**config.mk**
```make
export PLATFORM = sky130hd
export DESIGN_NAME = dmem_arbiter
export DESIGN_NICKNAME = d
export VERILOG_FILES = /design/src/rtl/dmem_arbiter.sv
export SDC_FILE = /design/constraint.sdc
export NUM_CORES = 1
export LEC_CHECK = 0
export CORE_AREA = 2 2 164 166
export CTS_CLUSTER_DIAMETER = 50
export DETAILED_ROUTE_END_ITERATION = 10
export DIE_AREA = 0 0 166 168
export PLACE_DENSITY_LB_ADDON = 0.15
export SETUP_SLACK_MARGIN = 0.15
export SYNTH_ARGS = -nofsm -noshare
export SYNTH_HDL_FRONTEND = slang
export SYNTH_SLANG_ARGS = --single-unit
export TNS_END_PERCENT = 1
```
**constraint.sdc**
```tcl
create_clock -name clk -period 7.4 [get_ports clk]
set_input_delay 1.48 -clock clk [delete_from_list [all_inputs] [get_ports clk]]
set_output_delay 1.48 -clock clk [all_outputs]
set_load 0.03 [all_outputs]
```
**src/rtl/dmem_arbiter.sv**
```systemverilog
// Round-robin arbiter sharing one 256 x 64-bit data memory between the CPU core
// and the ring NIC, with a bounded NIC lock mode and registered per-port read data.
module dmem_arbiter #(
    parameter int MAX_BURST = 4
) (
    input  logic        clk,
    input  logic        reset,
    input  logic        cpu_req,
    input  logic        cpu_wr,
    input  logic [7:0]  cpu_addr,
    input  logic [63:0] cpu_wdata,
    input  logic        nic_req,
    input  logic        nic_wr,
    input  logic [7:0]  nic_addr,
    input  logic [63:0] nic_wdata,
    input  logic        nic_lock,
    output logic        cpu_gnt,
    output logic        nic_gnt,
    output logic [63:0] cpu_rdata,
    output logic [63:0] nic_rdata,
    output logic        cpu_rvalid,
    output logic        nic_rvalid,
    output logic        mem_en,
    output logic        mem_wr_en,
    output logic [7:0]  mem_addr,
    output logic [63:0] mem_wdata,
    input  logic [63:0] mem_rdata
);

    localparam logic [3:0] MAX_BURST_C = 4'(MAX_BURST);

    logic       last_owner_r;
    logic [3:0] burst_cnt_r;
    logic       lock_active_r;
    logic       cpu_win_s;
    logic       nic_win_s;
    logic       lock_next_s;
    logic [3:0] burst_next_s;

    // Winner selection; reset low suppresses every grant so no write slips through.
    always_comb begin
        cpu_win_s = 1'b0;
        nic_win_s = 1'b0;
        if (!reset) begin
            cpu_win_s = 1'b0;
            nic_win_s = 1'b0;
        end else if (cpu_req && nic_req) begin
            if (lock_active_r && (burst_cnt_r < MAX_BURST_C)) begin
                nic_win_s = 1'b1;
            end else if (last_owner_r) begin
                cpu_win_s = 1'b1;
            end else begin
                nic_win_s = 1'b1;
            end
        end else if (cpu_req) begin
            cpu_win_s = 1'b1;
        end else if (nic_req) begin
            nic_win_s = 1'b1;
        end else begin
            cpu_win_s = 1'b0;
            nic_win_s = 1'b0;
        end
    end

    // Memory-side mux follows the winner and idles at zero.
    always_comb begin
        cpu_gnt   = cpu_win_s;
        nic_gnt   = nic_win_s;
        mem_en    = cpu_win_s | nic_win_s;
        mem_wr_en = 1'b0;
        mem_addr  = 8'h00;
        mem_wdata = 64'h0;
        case ({cpu_win_s, nic_win_s})
            2'b10: begin
                mem_wr_en = cpu_wr;
                mem_addr  = cpu_addr;
                mem_wdata = cpu_wdata;
            end
            2'b01: begin
                mem_wr_en = nic_wr;
                mem_addr  = nic_addr;
                mem_wdata = nic_wdata;
            end
            default: begin
                mem_wr_en = 1'b0;
                mem_addr  = 8'h00;
                mem_wdata = 64'h0;
            end
        endcase
    end

    // Lock/burst next state: the count only advances while the CPU is actually held off.
    always_comb begin
        lock_next_s  = lock_active_r;
        burst_next_s = burst_cnt_r;
        if (cpu_win_s || !nic_req) begin
            lock_next_s  = 1'b0;
            burst_next_s = 4'd0;
        end else if (nic_win_s) begin
            if (!nic_lock) begin
                lock_next_s  = 1'b0;
                burst_next_s = 4'd0;
            end else begin
                lock_next_s = 1'b1;
                if (lock_active_r && cpu_req && (burst_cnt_r < MAX_BURST_C)) begin
                    burst_next_s = burst_cnt_r + 4'd1;
                end else begin
                    burst_next_s = burst_cnt_r;
                end
            end
        end else begin
            lock_next_s  = lock_active_r;
            burst_next_s = burst_cnt_r;
        end
    end

    // Arbitration state; last_owner resets to NIC so the CPU wins the first tie.
    always_ff @(posedge clk) begin
        if (!reset) begin
            last_owner_r  <= 1'b1;
            burst_cnt_r   <= 4'd0;
            lock_active_r <= 1'b0;
        end else begin
            if (cpu_win_s) begin
                last_owner_r <= 1'b0;
            end else if (nic_win_s) begin
                last_owner_r <= 1'b1;
            end
            burst_cnt_r   <= burst_next_s;
            lock_active_r <= lock_next_s;
        end
    end

    // Read return path: capture at the granting edge, rdata holds between pulses.
    always_ff @(posedge clk) begin
        if (!reset) begin
            cpu_rdata  <= 64'h0;
            nic_rdata  <= 64'h0;
            cpu_rvalid <= 1'b0;
            nic_rvalid <= 1'b0;
        end else begin
            cpu_rvalid <= cpu_win_s & ~cpu_wr;
            nic_rvalid <= nic_win_s & ~nic_wr;
            if (cpu_win_s && !cpu_wr) begin
                cpu_rdata <= mem_rdata;
            end
            if (nic_win_s && !nic_wr) begin
                nic_rdata <= mem_rdata;
            end
        end
    end

endmodule
```
## Word level (Yosys, flattened, before mapping)

Index checks and enable logic that the tools add are counted.

- Output and inout bits: 206
- Word-level logic and storage cells: 50
- Bits of input ports: 215
- Flip-flop bits (word level): 136

- Reduce and logical (&&, ||, !) cells: 13
- Order comparisons: 1
- Bitwise gates (word level): 6
- Equal/unequal tests: 3
- Multiplexer cells: 19
- $add $sub $neg: 1

Operators with widths:

| operator | number |
|---|---|
| $pmux W64 S2 | 1 |
| $pmux W8 S2 | 1 |
| $mux W1 | 14 |
| $mux W4 | 2 |
| $logic_and A1 B1 Y1 | 6 |
| $add A4 B1 Y4 const B | 1 |
| $lt A4 B3 Y1 const B | 1 |
| $logic_not A1 Y1 | 3 |
| $not A1 Y1 | 3 |
| $and A1 B1 Y1 | 2 |
| $eq A2 B1 Y1 const B | 1 |
| $eq A2 B2 Y1 const B | 1 |
| $ne A2 B1 Y1 const B | 1 |
| $pmux W1 S2 | 1 |
| $reduce_and A2 Y1 | 1 |
| $reduce_bool A2 Y1 | 1 |
| $reduce_or A2 Y1 | 1 |
| $logic_or A1 B1 Y1 | 1 |
| $or A1 B1 Y1 | 1 |

## Longest topological paths before layout

- Word-level depth: 7
- Depth in mapped cells: 9
- Gate-level depth less buffers: 6

## Least setup slack after synthesis

Ideal clock, no wire load.

- Path type: input to output
- From: in reset
- To: out mem_addr[0]
- Data required time: 5.920 ns
- Buffers on the path: 4
- Cell stages on the path: 9
- Data arrival time: 3.637 ns
- Setup slack: 2.283 ns
- Cell sequence: buf_2 > clkbuf_1 > o211ai_1 > inv_1 > ha_1 > clkbuf_1 > clkbuf_1 > a22oi_1 > nor2b_1

- Longest elaborated chain between the ends: 3
- Elaborated cells on any way between the ends: 5
- Classes of those cells: eq/ne (2); mux (3)

RTL lines:

| what | RTL line | text |
|---|---|---|
| from (decl) | 7 | `input logic reset,` |
| $mux W1 * | 44 | `if (!reset) begin` |
| net nic_gnt | 18 | `output logic nic_gnt,` |
| $eq A2 B1 Y1 or $eq A2 B2 Y1 (tied branches) | 73 | `case ({cpu_win_s, nic_win_s})` |
| $pmux W8 S2 * | 73 |  |
| to (decl) | 25 | `output logic [7:0] mem_addr,` |

Mark *: on every way through the listed nets, which the timed path passes. The rest lies on a longest branch.

## Worst setup path in the final report

- From: in nic_req
- To: out mem_wdata[38]

- Longest elaborated chain between the ends: 6
- Elaborated cells on any way between the ends: 10
- Classes of those cells: eq/ne (2); mux (7); reduce/logical (1)

RTL lines:

| what | RTL line | text |
|---|---|---|
| from (decl) | 12 | `input logic nic_req,` |
| $mux W1 | 57 | `end else if (nic_req) begin` |
| $mux W1 | 55 | `end else if (cpu_req) begin` |
| $mux W1 | 47 | `end else if (cpu_req && nic_req) begin` |
| $mux W1 | 44 |  |
| $eq A2 B1 Y1 or $eq A2 B2 Y1 (tied branches) | 73 |  |
| $pmux W64 S2 * | 73 |  |
| to (decl) | 26 | `output logic [63:0] mem_wdata,` |

Mark *: on every way between the ends. The rest lies on a longest branch, timed or not.

==> impl_table.tex <==
\begin{tabular}{lr}
\hline
Metric & Value \\
\hline
\multicolumn{2}{l}{\textbf{Timing}} \\
Final setup violation count & 0 \\
Setup repair after global routing missed its margin & false \\
Final critical-path required period & 6.04 ns \\
Final period utilization & 0.816 \\
Hold Vio Cnt, Final & 0 \\
Setup ws final & 1.36 ns \\
Max Clk Rate & 0.166 GHz \\
Fin Setup TNS & 0 ns \\
Number of max-slew violations in the final report & 0 \\
Transition time at the pin with the least slew margin & 1.04 ns \\
Worst setup skew after layout & 0.00986 ns \\
Post-route worst hold slack & 0.457 ns \\
Worst max-slew margin expressed relative to the limit & 0.308 \\
\multicolumn{2}{l}{\textbf{Placement}} \\
Count of buffers inserted at the top-level ports & 420 \\
Pre-CTS setup slack & 1.40 ns \\
Weighted congestion at the end of routability-driven global placement & 0.866 \\
\# placed instances & 1,402 \\
Placement-stage cell area & 10,700 um\^{}2 \\
HPWL after detailed placement & 19,700 um \\
\multicolumn{2}{l}{\textbf{GRT}} \\
Number of global-route vias before repair & 6,452 \\
Aggregate global-route resource usage & 0.181 \\
Congestion Overflow GR & 0 \\
First-pass GRT wire length & 38,600 um \\
Antenna violations before repair & 9 \\
Maximum number of pins on one net before global-route repair & 105 \\
\multicolumn{2}{l}{\textbf{Routing}} \\
Number of vias after detailed routing & 6,390 \\
Vias per cell & 4.43 \\
DR DRC count & 0 \\
Remaining antenna violation count & 0 \\
Starting DRC count in detailed routing & 322 \\
DRT Pass-1 Iters & 5 \\
Routed len/inst & 18.2 um \\
Overall routed net length & 26,300 um \\
\multicolumn{2}{l}{\textbf{Pwr}} \\
Proportion of total power due to net switching & 0.297 \\
Net switching power & 606 uW \\
Clock network power share & 0.394 \\
Post-route total power & 2.04 mW \\
Share of total power in combinational logic & 0.226 \\
Internal power consumption & 1.44 mW \\
Total leakage power & 4.63 nW \\
Sequential share of power & 0.380 \\
Power density of the placed cells & 182 nW/um\^{}2 \\
Worst VDD drop & 0.000137 V \\
\multicolumn{2}{l}{\textbf{Clock network}} \\
Clock slew seen by the registers of the worst setup and hold paths & 0.06 ns \\
Quantity of hold-fixing buffers added after cts & 0 \\
Buffer cell driving the clock tree root & sky130\_fd\_sc\_hd\_\_clkbuf\_16 \\
TritonCTS clock tree & done \\
CTS Buf Count & 17 \\
Clk sink count & 136 \\
Buffer levels on the longest clock path & 2 \\
Insertion delay of the later-clocked pin in the worst-skew pair & 0.42 ns \\
Buffers inserted during post-CTS setup optimization & 0 \\
Gates resized, CTS repair & 0 \\
H-Tree Level Count & 4 \\
\multicolumn{2}{l}{\textbf{Setup path}} \\
Largest fanout on the critical path & 30 \\
Kind of start point of the critical path & input port \\
Most repeated library cell on the critical path & sky130\_fd\_sc\_hd\_\_clkdlybuf4s50\_1 \\
Data required, critical path & 5.92 ns \\
Flop-to-flop setup slack & 4.99 ns \\
Crit-path slowest cell & sky130\_fd\_sc\_hd\_\_clkdlybuf4s50\_1 \\
Crit Path Category & input port to primary output \\
Crit path DAT & 4.56 ns \\
Crit path max-delay family & buffers and inverters \\
Peak per-stage delay on the critical path & 0.71 ns \\
Worst path buffer plus inverter count & 3 \\
Crit path capture type & primary output \\
Cells along the critical path & clkdlybuf4s50\_1, nand4bb\_1, nand4\_1, ha\_2, buf\_4, a22oi\_1, nor2b\_1, clkdlybuf4s50\_1 \\
\multicolumn{2}{l}{\textbf{Yosys}} \\
Asr flop ratio synth & 0 \\
Area fraction in compound gates after synthesis & 0.0933 \\
Ys Warns & 0 \\
Combinational family with the most area after synthesis & multiplexers \\
Library cells used by synthesis & 26 \\
Most area-hungry cell type in the Yosys netlist & sky130\_fd\_sc\_hd\_\_dfxtp\_1 \\
Post-synthesis instance area & 6290 um\^{}2 \\
Most frequent cells after synthesis & sky130\_fd\_sc\_hd\_\_nand2\_1 (193), sky130\_fd\_sc\_hd\_\_dfxtp\_1 (136), sky130\_fd\_sc\_hd\_\_mux2i\_1 (129), sky130\_fd\_sc\_hd\_\_nor2b\_1 (74), sky130\_fd\_sc\_hd\_\_a22oi\_1 (73) \\
Main synth FF type & sky130\_fd\_sc\_hd\_\_dfxtp\_1 \\
Cell count after synthesis & 694 \\
Synth Area in XOR/XNOR & 0.00139 \\
Post-synthesis mux area share & 0.205 \\
Most frequent cell after synthesis & sky130\_fd\_sc\_hd\_\_nand2\_1 \\
Register bit count reported by yosys & 136 \\
Number of flops mapped to enable cells by yosys & 0 \\
Sequential element share of the synthesized area & 0.433 \\
Area share of and/or/nand/nor cells after synthesis & 0.203 \\
Largest cells by area after synthesis & sky130\_fd\_sc\_hd\_\_dfxtp\_1 (43\%), sky130\_fd\_sc\_hd\_\_mux2i\_1 (21\%), sky130\_fd\_sc\_hd\_\_nand2\_1 (12\%) \\
Post-synth top area share & 0.433 \\
Share of synthesized cell area in full adder, half adder and majority cells & 0.00796 \\
Mean Syn Cell Area & 9.06 um\^{}2 \\
Syn\_nets & 913 \\
\multicolumn{2}{l}{\textbf{Run status}} \\
Outcome & finished, final reports clean \\
\multicolumn{2}{l}{\textbf{Layout}} \\
Synthesis-to-layout area growth & 78.7\% \\
Final-stage net count & 1,299 \\
Fraction of layout cells with a size suffix above 1 & 0.0430 \\
Final Instance Area & 11,200 um\^{}2 \\
Final Instance Count excl. Fillers & 1,441 \\
Final core utilization & 0.427 \\
\multicolumn{2}{l}{\textbf{Floorplan}} \\
Die area & 27,900 um\^{}2 \\
Vertical die dimension & 168 um \\
Core outline area & 26,400 um\^{}2 \\
Die width & 166 um \\
Number of rows in the core area & 60 \\
Number of top-level design ports & 421 \\
Starting Density & 0.239 \\
\multicolumn{2}{l}{\textbf{Run}} \\
Max-cap viol count & 0 \\
\multicolumn{2}{l}{\textbf{Worst hold path}} \\
Path class of the lowest-slack min-delay path & flop to flop \\
\hline
\end{tabular}
-- worst min-delay path, stage by stage, from the launching register on --
cell and delay (ns):
sky130_fd_sc_hd__dfxtp_1 0.31, sky130_fd_sc_hd__nand2_1 0.05, sky130_fd_sc_hd__mux2i_1 0.05
-- sequential cells by signal, summed over array words and instances (netlist names) --
name and flops:
last_owner_r 1, cpu_rvalid 1, lock_active_r 1, nic_rdata 64
nic_rvalid 1, burst_cnt_r 4, cpu_rdata 64
-- layer usage --
metal / vias up / track usage / wire, um
met3: 39 / 0.0611 / 1940
met1: 2946 / 0.200 / 10500
met5: - / 0 / 0
met2: 274 / 0.312 / 12900
met4: 0 / 0.0866 / 964
li1: 3131 / - / -
-- kinds of logic after synthesis --
logic type	count (synthesis)
AOI/OAI and AO/OA	78
xor gates and xnor gates	1
adders and majority gates	4
buffers and inverters	66
DFF	136
muxes	129
and+or+nand+nor	280
-- power by group through the flow --
stage | clock, mW | sequential (mW) | combinational, mW
after floorplan | 0 | 0.848 | 0.170
after global placement | 0 | 0.791 | 0.465
after detailed placement | 0 | 0.792 | 0.464
after CTS | 0.833 | 0.776 | 0.467
after global routing | 0.861 | 0.779 | 0.491
final | 0.806 | 0.776 | 0.462
-- area by class of cell --
| type | instances | area, um^2 |
|---|---|---|
| fill | 2610 | 15100 |
| timing repair buffer | 427 | 4260 |
| multi-input combinational | 492 | 3230 |
| sequential | 136 | 2720 |
| tap | 341 | 427 |
| clock buffer | 17 | 425 |
| clock inverter | 15 | 139 |
| inverter | 6 | 22.5 |
| antenna | 7 | 17.5 |
-- layout by cell type, fill, tap and decap left out, types with 5 or more instances in the layout --
cell type / Yosys / final
sky130_fd_sc_hd__clkdlybuf4s50_1: 0 / 419
sky130_fd_sc_hd__nand2_1: 193 / 193
sky130_fd_sc_hd__nor2_1: 5 / 5
sky130_fd_sc_hd__a22oi_1: 73 / 73
sky130_fd_sc_hd__clkbuf_16: 0 / 17
sky130_fd_sc_hd__buf_4: 2 / 7
sky130_fd_sc_hd__diode_2: 0 / 7
sky130_fd_sc_hd__inv_1: 5 / 5
sky130_fd_sc_hd__dfxtp_1: 136 / 136
sky130_fd_sc_hd__mux2i_1: 129 / 129
sky130_fd_sc_hd__nor2b_1: 74 / 74
-- final timing paths --
path	end	depth (start not counted)	startpoint
setup reg to reg	nic_rdata[27]	4	lock_active_r
setup / recovery	mem_wdata[38]	8	nic_req
hold reg to reg	cpu_rdata[41]	2	cpu_rdata[41]
hold / removal	cpu_rdata[41]	2	cpu_rdata[41]
Power figures use the tool's default switching activity.
